File: src/rtl/display_scan.sv
// display_scan
//   Converts an 8-bit binary value to three BCD digits with a shift-and-add-3
//   (double dabble) FSM, then time-multiplexes the digits onto a common
//   active-low 7-segment display.
//
// Parameters
//   REFRESH_DIV : clk cycles each digit stays lit before the scan advances (>= 2)
//   BLANK_LZ    : 1 = blank leading zeros, 0 = always show all three digits
//
// Ports
//   clk       : system clock, all registers update on the rising edge
//   rst       : synchronous active-low reset
//   value_in  : binary value 0..255, sampled only on an accepted load
//   load      : single-cycle request to convert value_in
//   busy      : high while a conversion is in progress
//   an        : active-low one-hot digit enable (bit 0 units, 1 tens, 2 hundreds)
//   display   : active-low segments, display[0] = a ... display[6] = g
//   dbg_state : current conversion FSM state (0 IDLE, 1 CONVERT, 2 LATCH)
//
// Handshake: load is a one-cycle pulse that is accepted only while the FSM is
// in IDLE (busy low and not the LATCH cycle); any other load is dropped, never
// queued. busy rises at the accepting edge and falls at the LATCH edge, when
// the new digits become visible.
module display_scan #(
  parameter int REFRESH_DIV = 50000,
  parameter bit BLANK_LZ    = 1'b1
) (
  input  logic       clk,
  input  logic       rst,
  input  logic [7:0] value_in,
  input  logic       load,
  output logic       busy,
  output logic [2:0] an,
  output logic [0:6] display,
  output logic [1:0] dbg_state
);

  typedef enum logic [1:0] {
    S_IDLE    = 2'd0,
    S_CONVERT = 2'd1,
    S_LATCH   = 2'd2
  } state_t;

  localparam int CW = (REFRESH_DIV > 2) ? $clog2(REFRESH_DIV) : 1;

  state_t        r_state;
  logic          r_busy;
  logic [7:0]    r_bin;
  logic [11:0]   r_bcd;
  logic [2:0]    r_bit_cnt;
  logic [3:0]    r_hun;
  logic [3:0]    r_ten;
  logic [3:0]    r_uni;
  logic [CW-1:0] r_refresh;
  logic [1:0]    r_idx;

  logic [3:0]    w_adj_u;
  logic [3:0]    w_adj_t;
  logic [3:0]    w_adj_h;
  logic [3:0]    w_digit;
  logic          w_blank;
  logic [0:6]    w_seg;

  // Add-3 correction applied to each nibble before the shift so that a
  // nibble of 5..9 carries correctly into the next decade after doubling.
  assign w_adj_u = (r_bcd[3:0]  >= 4'd5) ? r_bcd[3:0]  + 4'd3 : r_bcd[3:0];
  assign w_adj_t = (r_bcd[7:4]  >= 4'd5) ? r_bcd[7:4]  + 4'd3 : r_bcd[7:4];
  assign w_adj_h = (r_bcd[11:8] >= 4'd5) ? r_bcd[11:8] + 4'd3 : r_bcd[11:8];

  // Conversion FSM
  always_ff @(posedge clk) begin
    if (!rst) begin
      r_state   <= S_IDLE;
      r_busy    <= 1'b0;
      r_bin     <= 8'd0;
      r_bcd     <= 12'd0;
      r_bit_cnt <= 3'd0;
      r_hun     <= 4'd0;
      r_ten     <= 4'd0;
      r_uni     <= 4'd0;
    end else begin
      case (r_state)
        S_IDLE: begin
          if (load) begin
            r_bin     <= value_in;
            r_bcd     <= 12'd0;
            r_bit_cnt <= 3'd0;
            r_busy    <= 1'b1;
            r_state   <= S_CONVERT;
          end
        end
        S_CONVERT: begin
          // {bcd, bin} shifted left by one after the nibble correction
          r_bcd     <= {w_adj_h[2:0], w_adj_t, w_adj_u, r_bin[7]};
          r_bin     <= {r_bin[6:0], 1'b0};
          r_bit_cnt <= r_bit_cnt + 3'd1;
          if (r_bit_cnt == 3'd7) begin
            r_state <= S_LATCH;
          end
        end
        S_LATCH: begin
          // Digits change only here, so the display never shows a partial result.
          r_hun   <= r_bcd[11:8];
          r_ten   <= r_bcd[7:4];
          r_uni   <= r_bcd[3:0];
          r_busy  <= 1'b0;
          r_state <= S_IDLE;
        end
        default: begin
          r_busy  <= 1'b0;
          r_state <= S_IDLE;
        end
      endcase
    end
  end

  // Scan counter runs free of the FSM; the digit index steps on each wrap.
  always_ff @(posedge clk) begin
    if (!rst) begin
      r_refresh <= '0;
      r_idx     <= 2'd0;
    end else begin
      if (r_refresh == CW'(REFRESH_DIV - 1)) begin
        r_refresh <= '0;
        r_idx     <= (r_idx == 2'd2) ? 2'd0 : r_idx + 2'd1;
      end else begin
        r_refresh <= r_refresh + CW'(1);
      end
    end
  end

  // Digit select and leading-zero blanking
  always_comb begin
    w_digit = r_uni;
    w_blank = 1'b0;
    an      = 3'b110;
    case (r_idx)
      2'd1: begin
        w_digit = r_ten;
        w_blank = BLANK_LZ && (r_hun == 4'd0) && (r_ten == 4'd0);
        an      = 3'b101;
      end
      2'd2: begin
        w_digit = r_hun;
        w_blank = BLANK_LZ && (r_hun == 4'd0);
        an      = 3'b011;
      end
      default: begin
        w_digit = r_uni;
        w_blank = 1'b0;
        an      = 3'b110;
      end
    endcase
  end

  // Segment decoder, order a..g, active-low; 10..15 cannot occur but decode dark.
  always_comb begin
    w_seg = 7'b1111111;
    case (w_digit)
      4'd0:    w_seg = 7'b0000001;
      4'd1:    w_seg = 7'b1001111;
      4'd2:    w_seg = 7'b0010010;
      4'd3:    w_seg = 7'b0000110;
      4'd4:    w_seg = 7'b1001100;
      4'd5:    w_seg = 7'b0100100;
      4'd6:    w_seg = 7'b0100000;
      4'd7:    w_seg = 7'b0001111;
      4'd8:    w_seg = 7'b0000000;
      4'd9:    w_seg = 7'b0000100;
      default: w_seg = 7'b1111111;
    endcase
  end

  assign display   = w_blank ? 7'b1111111 : w_seg;
  assign busy      = r_busy;
  assign dbg_state = r_state;

endmodule
File: config.mk
export PLATFORM = sky130hd
export DESIGN_NAME = display_scan
export DESIGN_NICKNAME = d
export VERILOG_FILES = /design/src/rtl/display_scan.sv
export SDC_FILE = /design/constraint.sdc
export NUM_CORES = 1
export LEC_CHECK = 0
export BUFFER_PORTS_ARGS = -buffer_cell sky130_fd_sc_hd__buf_4
export CAP_MARGIN = 20
export CORE_MARGIN = 8
export CORE_UTILIZATION = 40
export DETAILED_ROUTE_END_ITERATION = 10
export GPL_ROUTABILITY_DRIVEN = 0
export SYNTH_ARGS = -nofsm -noshare
export SYNTH_HDL_FRONTEND = slang
export SYNTH_SLANG_ARGS = --single-unit
export TNS_END_PERCENT = 20
File: constraint.sdc
create_clock -name clk -period 2.3 [get_ports clk]
set_input_delay 0.46 -clock clk [delete_from_list [all_inputs] [get_ports clk]]
set_output_delay 0.46 -clock clk [all_outputs]
set_load 0.01 [all_outputs]
==> results of run 1 <==
==> worst max-delay path, stage by stage (launching register included) <==
cell and delay [ps]:
sky130_fd_sc_hd__dfxtp_2 350, sky130_fd_sc_hd__buf_6 120, sky130_fd_sc_hd__ha_4 160, sky130_fd_sc_hd__a22o_4 220, sky130_fd_sc_hd__mux2i_4 190, sky130_fd_sc_hd__ha_2 220, sky130_fd_sc_hd__inv_1 40, sky130_fd_sc_hd__mux2i_1 170
sky130_fd_sc_hd__a22o_1 180, sky130_fd_sc_hd__nand2_1 60, sky130_fd_sc_hd__buf_6 120
==> placed cells by master (no fill, tap or decap), types with 8 or more instances in the layout <==
cell,netlist,routed
sky130_fd_sc_hd__nand2_1,55,55
sky130_fd_sc_hd__dfxtp_1,56,54
sky130_fd_sc_hd__buf_4,2,40
sky130_fd_sc_hd__nor2_1,24,24
sky130_fd_sc_hd__a21boi_0,15,15
sky130_fd_sc_hd__nor2b_1,14,14
sky130_fd_sc_hd__nand3_1,14,13
sky130_fd_sc_hd__inv_1,16,12
sky130_fd_sc_hd__ha_1,18,12
sky130_fd_sc_hd__xnor2_1,11,11
sky130_fd_sc_hd__xor2_1,9,9
sky130_fd_sc_hd__o21ai_0,8,8
sky130_fd_sc_hd__nor3_1,9,8
sky130_fd_sc_hd__a21oi_1,9,8
sky130_fd_sc_hd__o211a_1,8,8
==> cell usage after synthesis (all sizes together), types with 9 or more instances <==
cell,n
a21boi,16
a21oi,10
a22oi,9
buf,9
dfxtp,56
ha,18
inv,16
nand2,55
nand3,14
nor2,25
nor2b,14
nor3,9
o21ai,14
xnor2,11
xor2,9
==> final timing paths <==
| path | from | end | cells after the start |
|---|---|---|---|
| max reg2reg | r_refresh[0] | r_refresh[12] | 5 |
| min reg2reg | busy | busy | 2 |
| min | busy | busy | 2 |
| max | r_idx[1] | display[4] | 10 |
==> cell families after synthesis <==
| kind of cell | count (synthesis) | synth area share, % |
|---|---|---|
| AOI/OAI and AO/OA | 61 | 15.6 |
| buffers and inverters | 31 | 4.60 |
| adders and majority gates | 18 | 7.81 |
| muxes | 10 | 3.99 |
| xor gates and xnor gates | 20 | 6.08 |
| DFF | 56 | 38.9 |
| and+or+nand+nor | 141 | 23.0 |
==> what timing repair did <==
| action | CTS | global route |
|---|---|---|
| hold buffers | 0 | 0 |
| pin swaps | 7 | 7 |
| buffers inserted | 5 | 0 |
| setup endpoints to repair | 7 | 7 |
| gates resized for setup | 17 | 8 |
==> registers in the layout (all words and copies together) (netlist names), 2 cells and up <==
register and flops:
r_bit_cnt 3, r_uni 4, dbg_state 2, r_refresh 16
r_hun 4, r_idx 2, r_bcd 12, r_bin 8
r_ten 4
==> stage by stage <==
stage	utilization [%]	hold slack, ps	setup TNS, ps	total power, mW
2_1_floorplan	-	430	0	1.11
3_3_place_gp	45.5	439	0	1.15
3_5_place_dp	45.5	439	-16.2	1.15
4_1_cts	48.2	455	-1470	1.76
5_1_grt	48.7	485	-2170	1.81
6_report	48.7	450	-1440	1.73
==> power by group through the flow <==
stage | clock [mW] | combinational (mW) | sequential [mW]
6_report | 0.606 | 0.116 | 1.01
5_1_grt | 0.667 | 0.132 | 1.01
4_1_cts | 0.633 | 0.120 | 1.01
3_5_place_dp | 0 | 0.120 | 1.03
3_3_place_gp | 0 | 0.118 | 1.03
2_1_floorplan | 0 | 0.0819 | 1.03
==> area by class of cell <==
class	count	share of cell area (%)
Sequential cell	56	32.6
Timing Repair Buffer	42	9.34
Tap cell	99	3.59
Multi-Input combinational cell	250	49.7
Inverter	16	1.88
Clock inverter	1	0.869
Clock buffer	5	1.99
==> routing by layer <==
| metal | GRT usage, % | share of wire [%] |
|---|---|---|
| met1 | 14.4 | 51 |
| met2 | 18.6 | 43 |
| met3 | 3.11 | 3.9 |
| met4 | 4.12 | 1.4 |
| met5 | 0 | 0 |
==> impl_metrics.py, run 1 <==
metrics = {
    "global_route": {
        "antenna_found_initial": 0,
        "groute.usage.overall_pct": 11.6,
        "grt_pass1_vias": 2155,
        "largest_net_degree_at_the_start_of_global_routing": 42,
        "grt_pass1_wl_mm": 9.78,
        "remaining_global_route_overflow": 0,
    },
    "timing": {
        "timing.final.crit_period_ps": 2580,
        "timing.clock.skew_ps": 2.60,
        "grt_setup_unrepaired": "yes",
        "drv_slew": 0,
        "final_hold_viol_count": 0,
        "slew_headroom_pct": 63.6,
        "timing.final.crit_share_pct": 112,
        "tightest_slew_ps": 545,
        "achievable-frequency_mhz": 388,
        "finalSetupViolCount": 7,
        "final_critical_path_setup_slack_ps": -281,
    },
    "setup_path": {
        "r2r_setup_slack_ps": 530,
        "timing_worst_setup_path_type": "flop to output pin",
        "endpoint_kind": "output pin",
        "critPathLaunchType": "flop",
        "crit_fanout": 4,
        "worst-endpoint-required_ps": 1840,
        "cp.arrival_ps": 2120,
    },
    "logic_synthesis": {
        "post-synth-top-area-cell": "sky130_fd_sc_hd__dfxtp_1",
        "postSynthNetCount": 366,
        "synth_sequential_area_ratio_pct": 38.9,
        "syn-cell-area_mm2": 0.00288,
        "synth.lib_cells_used.distinct": 38,
        "area_share_of_the_largest_cell_type_after_synthesis_pct": 38.9,
        "ys_warn_count": 0,
        "synth-main-ff-cell": "sky130_fd_sc_hd__dfxtp_1",
        "synth_area_per_cell_um2": 8.55,
        "yosys-top-cells-area": "sky130_fd_sc_hd__dfxtp_1, sky130_fd_sc_hd__ha_1, sky130_fd_sc_hd__nand2_1, sky130_fd_sc_hd__a21boi_0, sky130_fd_sc_hd__xnor2_1",
        "syn-instance-count": 337,
        "ys_ff_latch": 56,
        "number_of_enable_type_register_cells_in_the_synthesized_netlist": 0,
        "synth-async-reset-ratio_pct": 0,
    },
    "clock_tree": {
        "ctsRootBufferMaster": "sky130_fd_sc_hd__clkbuf_8",
        "ctsHtreeMaxLevel": 2,
        "ctsLongestPathBuffers": 2,
        "tritoncts_clock_tree": "done",
        "cts-buffers-inserted": 5,
        "clkSlewWorstSetupHoldPaths_ps": 90,
        "worstSkewPairLatency_ps": 300,
        "cts_num_sinks": 56,
    },
    "pwr": {
        "power.share.combinational_pct": 6.7,
        "p_switching_mw": 0.374,
        "cellInternalPower_mw": 1.36,
        "p_sw_share_pct": 21.6,
        "sequentialPowerShare_pct": 58.2,
        "cell_leakage_power_nw": 1.43,
        "power.density_mw_per_mm2": 501,
        "max-vdd-ir-drop_v": 0.000314,
        "share_clk_of_total_power_pct": 35.0,
    },
    "place": {
        "detailedPlace.worstSlack_ps": -16.2,
        "placed_cell_area_mm2": 0.00323,
        "place.port_buffers": 23,
        "place.detailed.hpwl_mm": 3.93,
        "dp_cells": 458,
    },
    "drt": {
        "ant_nets": 0,
        "drt_iter0_drcs": 107,
        "drc_errors": 0,
        "wire_length_after_detailed_routing_mm": 5.60,
        "drt_pass1_iterations": 4,
        "wl_per_cell_um": 11.9,
        "via_count": 2273,
        "vias_per_cell": 4.85,
    },
    "cells_and_area": {
        "area_of_all_sequential_standard_cells_mm2": 0.00113,
        "final_nets": 400,
        "drive_above_1_share_pct": 20.0,
        "n_antenna_cell": 0,
        "postLayoutCellArea_mm2": 0.00345,
        "area_of_the_multi_input_gates_mm2": 0.00172,
        "number_of_fillers_in_the_final_layout": 694,
        "final_cells": 469,
        "area_delta_synth_final_pct": 19.8,
    },
    "floorplan": {
        "dieHeight_um": 101,
        "fp.dieW_um": 101,
        "fp.coreArea_mm2": 0.00710,
        "rows": 31,
        "design.die.area_mm2": 0.0102,
        "floorplan.initialDensity_pct": 40.6,
        "floorplan.io_pins": 24,
    },
    "run_status": {
        "run_status": "finished, violations left",
        "failing_checks": "negative setup slack",
    },
    "run": {
        "maxCapViolCount": 0,
    },
    "worst_hold_path": {
        "worst_hold_path_type": "flop to flop",
    },
}
No activity file was read; power rests on OpenSTA's default activity.
==> inputs of run 2 (changes only) <==
--- a/config.mk
+++ b/config.mk
@@ -11,6 +11,8 @@
 export CORE_UTILIZATION = 40
 export DETAILED_ROUTE_END_ITERATION = 10
 export GPL_ROUTABILITY_DRIVEN = 0
+export SETUP_SLACK_MARGIN = 0.05
+export SKIP_LAST_GASP = 1
 export SYNTH_ARGS = -nofsm -noshare
 export SYNTH_HDL_FRONTEND = slang
 export SYNTH_SLANG_ARGS = --single-unit
==> run 2 against run 1 <==
Compared with the run above:
- the flow still finishes with violations (negative setup slack)
- hold slack got worse by 1.2 ps
- register-to-register slack hardly changed
- die area unchanged
- wire length is 0.27% lower
- worst setup slack is essentially flat
- global-route usage is essentially flat
- count of clock-buffer cells in the layout unchanged
==> impl_metrics.py, run 2 (synthesis gave the netlist of run 1 again) <==
metrics = {
    "drt": {
        "drt_iter0_drcs": 100,
        "drt_pass1_iterations": 4,
        "wire_length_after_detailed_routing_mm": 5.58,
        "wl_per_cell_um": 11.9,
        "drc_errors": 0,
        "vias_per_cell": 4.85,
        "ant_nets": 0,
        "via_count": 2275,
    },
    "clock_tree": {
        "tritoncts_clock_tree": "done",
        "ctsRootBufferMaster": "sky130_fd_sc_hd__clkbuf_8",
        "ctsHtreeMaxLevel": 2,
        "worstSkewPairLatency_ps": 300,
        "cts.hold.buffers_added": 0,
        "clkSlewWorstSetupHoldPaths_ps": 90,
        "cts_num_sinks": 56,
        "cts-buffers-inserted": 5,
        "ctsLongestPathBuffers": 2,
    },
    "floorplan": {
        "fp.coreArea_mm2": 0.00710,
        "fp.dieW_um": 101,
        "dieHeight_um": 101,
        "floorplan.initialDensity_pct": 40.6,
        "rows": 31,
        "design.die.area_mm2": 0.0102,
        "floorplan.io_pins": 24,
    },
    "worst_hold_path": {
        "worstHoldStart": "busy",
        "whs_endpoint": "busy",
        "worst_hold_path_type": "flop to flop",
        "timing.hold.worst_path_depth": 2,
    },
    "place": {
        "placed_cell_area_mm2": 0.00323,
        "place.detailed.hpwl_mm": 3.93,
        "place.port_buffers": 23,
    },
    "cells_and_area": {
        "postLayoutCellArea_mm2": 0.00343,
        "n_antenna_cell": 0,
        "most-common-layout-cells": "sky130_fd_sc_hd__nand2_1, sky130_fd_sc_hd__dfxtp_1, sky130_fd_sc_hd__buf_4",
        "drive_above_1_share_pct": 18.6,
        "final_nets": 400,
        "layout.cells.most_common": "sky130_fd_sc_hd__nand2_1",
        "largestRegisters": "r_refresh: 16 flops, r_bcd: 12 flops, r_bin: 8 flops",
        "area_delta_synth_final_pct": 18.9,
        "largest_register_ff_count": 16,
        "register_with_the_most_flip_flops": "r_refresh",
    },
    "pwr": {
        "power.density_mw_per_mm2": 505,
        "p_sw_share_pct": 21.6,
        "sequentialPowerShare_pct": 58.2,
        "p_switching_mw": 0.374,
        "power.share.combinational_pct": 6.7,
        "max-vdd-ir-drop_v": 0.000314,
        "cellInternalPower_mw": 1.36,
        "share_clk_of_total_power_pct": 35.0,
        "total_power_mw": 1.73,
        "cell_leakage_power_nw": 1.43,
    },
    "setup_path": {
        "critPathLaunchType": "flop",
        "ff2ff_path_depth": 5,
        "worst-endpoint-required_ps": 1840,
        "regToRegStartpoint": "r_refresh[0]",
        "r2r_setup_slack_ps": 530,
        "timing_worst_setup_path_type": "flop to output pin",
        "crit_fanout": 4,
        "worstReg2RegEnd": "r_refresh[12]",
        "cp.arrival_ps": 2120,
        "endpoint_kind": "output pin",
    },
    "timing": {
        "finalSetupViolCount": 7,
        "slew_headroom_pct": 63.9,
        "drv_slew": 0,
        "final_critical_path_setup_slack_ps": -281,
        "tightest_slew_ps": 541,
        "timing.clock.skew_ps": 3.40,
        "timing.final.crit_share_pct": 112,
        "achievable-frequency_mhz": 387,
        "grt_setup_unrepaired": "yes",
        "final_hold_viol_count": 0,
        "worst_hold_slack_ps": 449,
        "timing.final.crit_period_ps": 2580,
    },
    "global_route": {
        "largest_net_degree_at_the_start_of_global_routing": 42,
        "antenna_found_initial": 0,
        "remaining_global_route_overflow": 0,
        "groute.usage.overall_pct": 11.6,
        "grt_pass1_wl_mm": 9.77,
        "grt_pass1_vias": 2150,
    },
    "run": {
        "maxCapViolCount": 0,
    },
    "run_status": {
        "failing_checks": "negative setup slack",
        "run_status": "finished, violations left",
    },
}
-- run 2: cell count changes in the layout (fill, tap and decap cells not counted) --
| cell | previous run | this run |
|---|---|---|
| sky130_fd_sc_hd__ha_2 | 2 | 1 |
| sky130_fd_sc_hd__or4b_4 | 1 | 0 |
| sky130_fd_sc_hd__nand3_1 | 13 | 14 |
| sky130_fd_sc_hd__or4b_1 | 0 | 1 |
| sky130_fd_sc_hd__o21ai_1 | 5 | 6 |
| sky130_fd_sc_hd__o21ai_2 | 1 | 0 |
| sky130_fd_sc_hd__nand3_2 | 1 | 0 |
| sky130_fd_sc_hd__ha_1 | 12 | 14 |
| sky130_fd_sc_hd__ha_4 | 4 | 3 |
-- run 2: critical path, cell delays in order (launching register included) --
cell	delay, ps
sky130_fd_sc_hd__dfxtp_2	350
sky130_fd_sc_hd__buf_6	120
sky130_fd_sc_hd__ha_4	160
sky130_fd_sc_hd__a22o_4	220
sky130_fd_sc_hd__mux2i_4	190
sky130_fd_sc_hd__ha_2	220
sky130_fd_sc_hd__inv_1	40
sky130_fd_sc_hd__mux2i_1	170
sky130_fd_sc_hd__a22o_1	180
sky130_fd_sc_hd__nand2_1	60
sky130_fd_sc_hd__buf_6	120
-- run 2: what timing repair did --
action	CTS	global route
resized for setup	16	3
endpoints found under the setup margin	7	7
setup buffers	5	0
pin swaps	6	6
-- run 2: worst max-delay path by stage --
stage,start,endpoint,slack (ps)
global route,r_idx[1],display[4],-390
finish,r_idx[1],display[4],-280
detailed placement,r_idx[1],display[6],-20
CTS,r_idx[1],display[4],-220
floorplan,r_idx[0],display[4],50
global placement,r_idx[1],display[6],30
-- run 2: routing by layer --
metal	vias to the layer above	GRT usage (%)	share of wire, %
met5	-	0	0
met4	0	4.12	1.4
met3	8	3.11	4.1
met2	33	18.5	43
met1	1029	14.5	52
li1	1205	-	-
-- run 2: power groups by stage --
stage	clock [mW]	combinational [mW]	sequential [mW]
after floorplan	0	0.0819	1.03
after global placement	0	0.118	1.03
after detailed placement	0	0.120	1.03
final	0.606	0.116	1.01
after global routing	0.667	0.132	1.01
after CTS	0.633	0.120	1.01
-- run 2: stage by stage --
step	setup slack [ps]	util, %	instances	setup TNS (ps)
floorplan	52.0	-	337	0
global placement	33.4	45.5	458	0
detailed placement	-16.2	45.5	458	-16.2
CTS	-225	48.1	469	-1520
global route	-387	48.3	469	-2400
finish	-281	48.3	469	-1530
-- run 2: final cells by class --
cell class / count / area, um2
multi-input combinational: 250 / 1690
inverter: 16 / 65.1
tap: 99 / 124
clock buffer: 5 / 68.8
clock inverter: 1 / 30.0
sequential: 56 / 1130
fill: 693 / 3670
timing repair buffer: 42 / 323
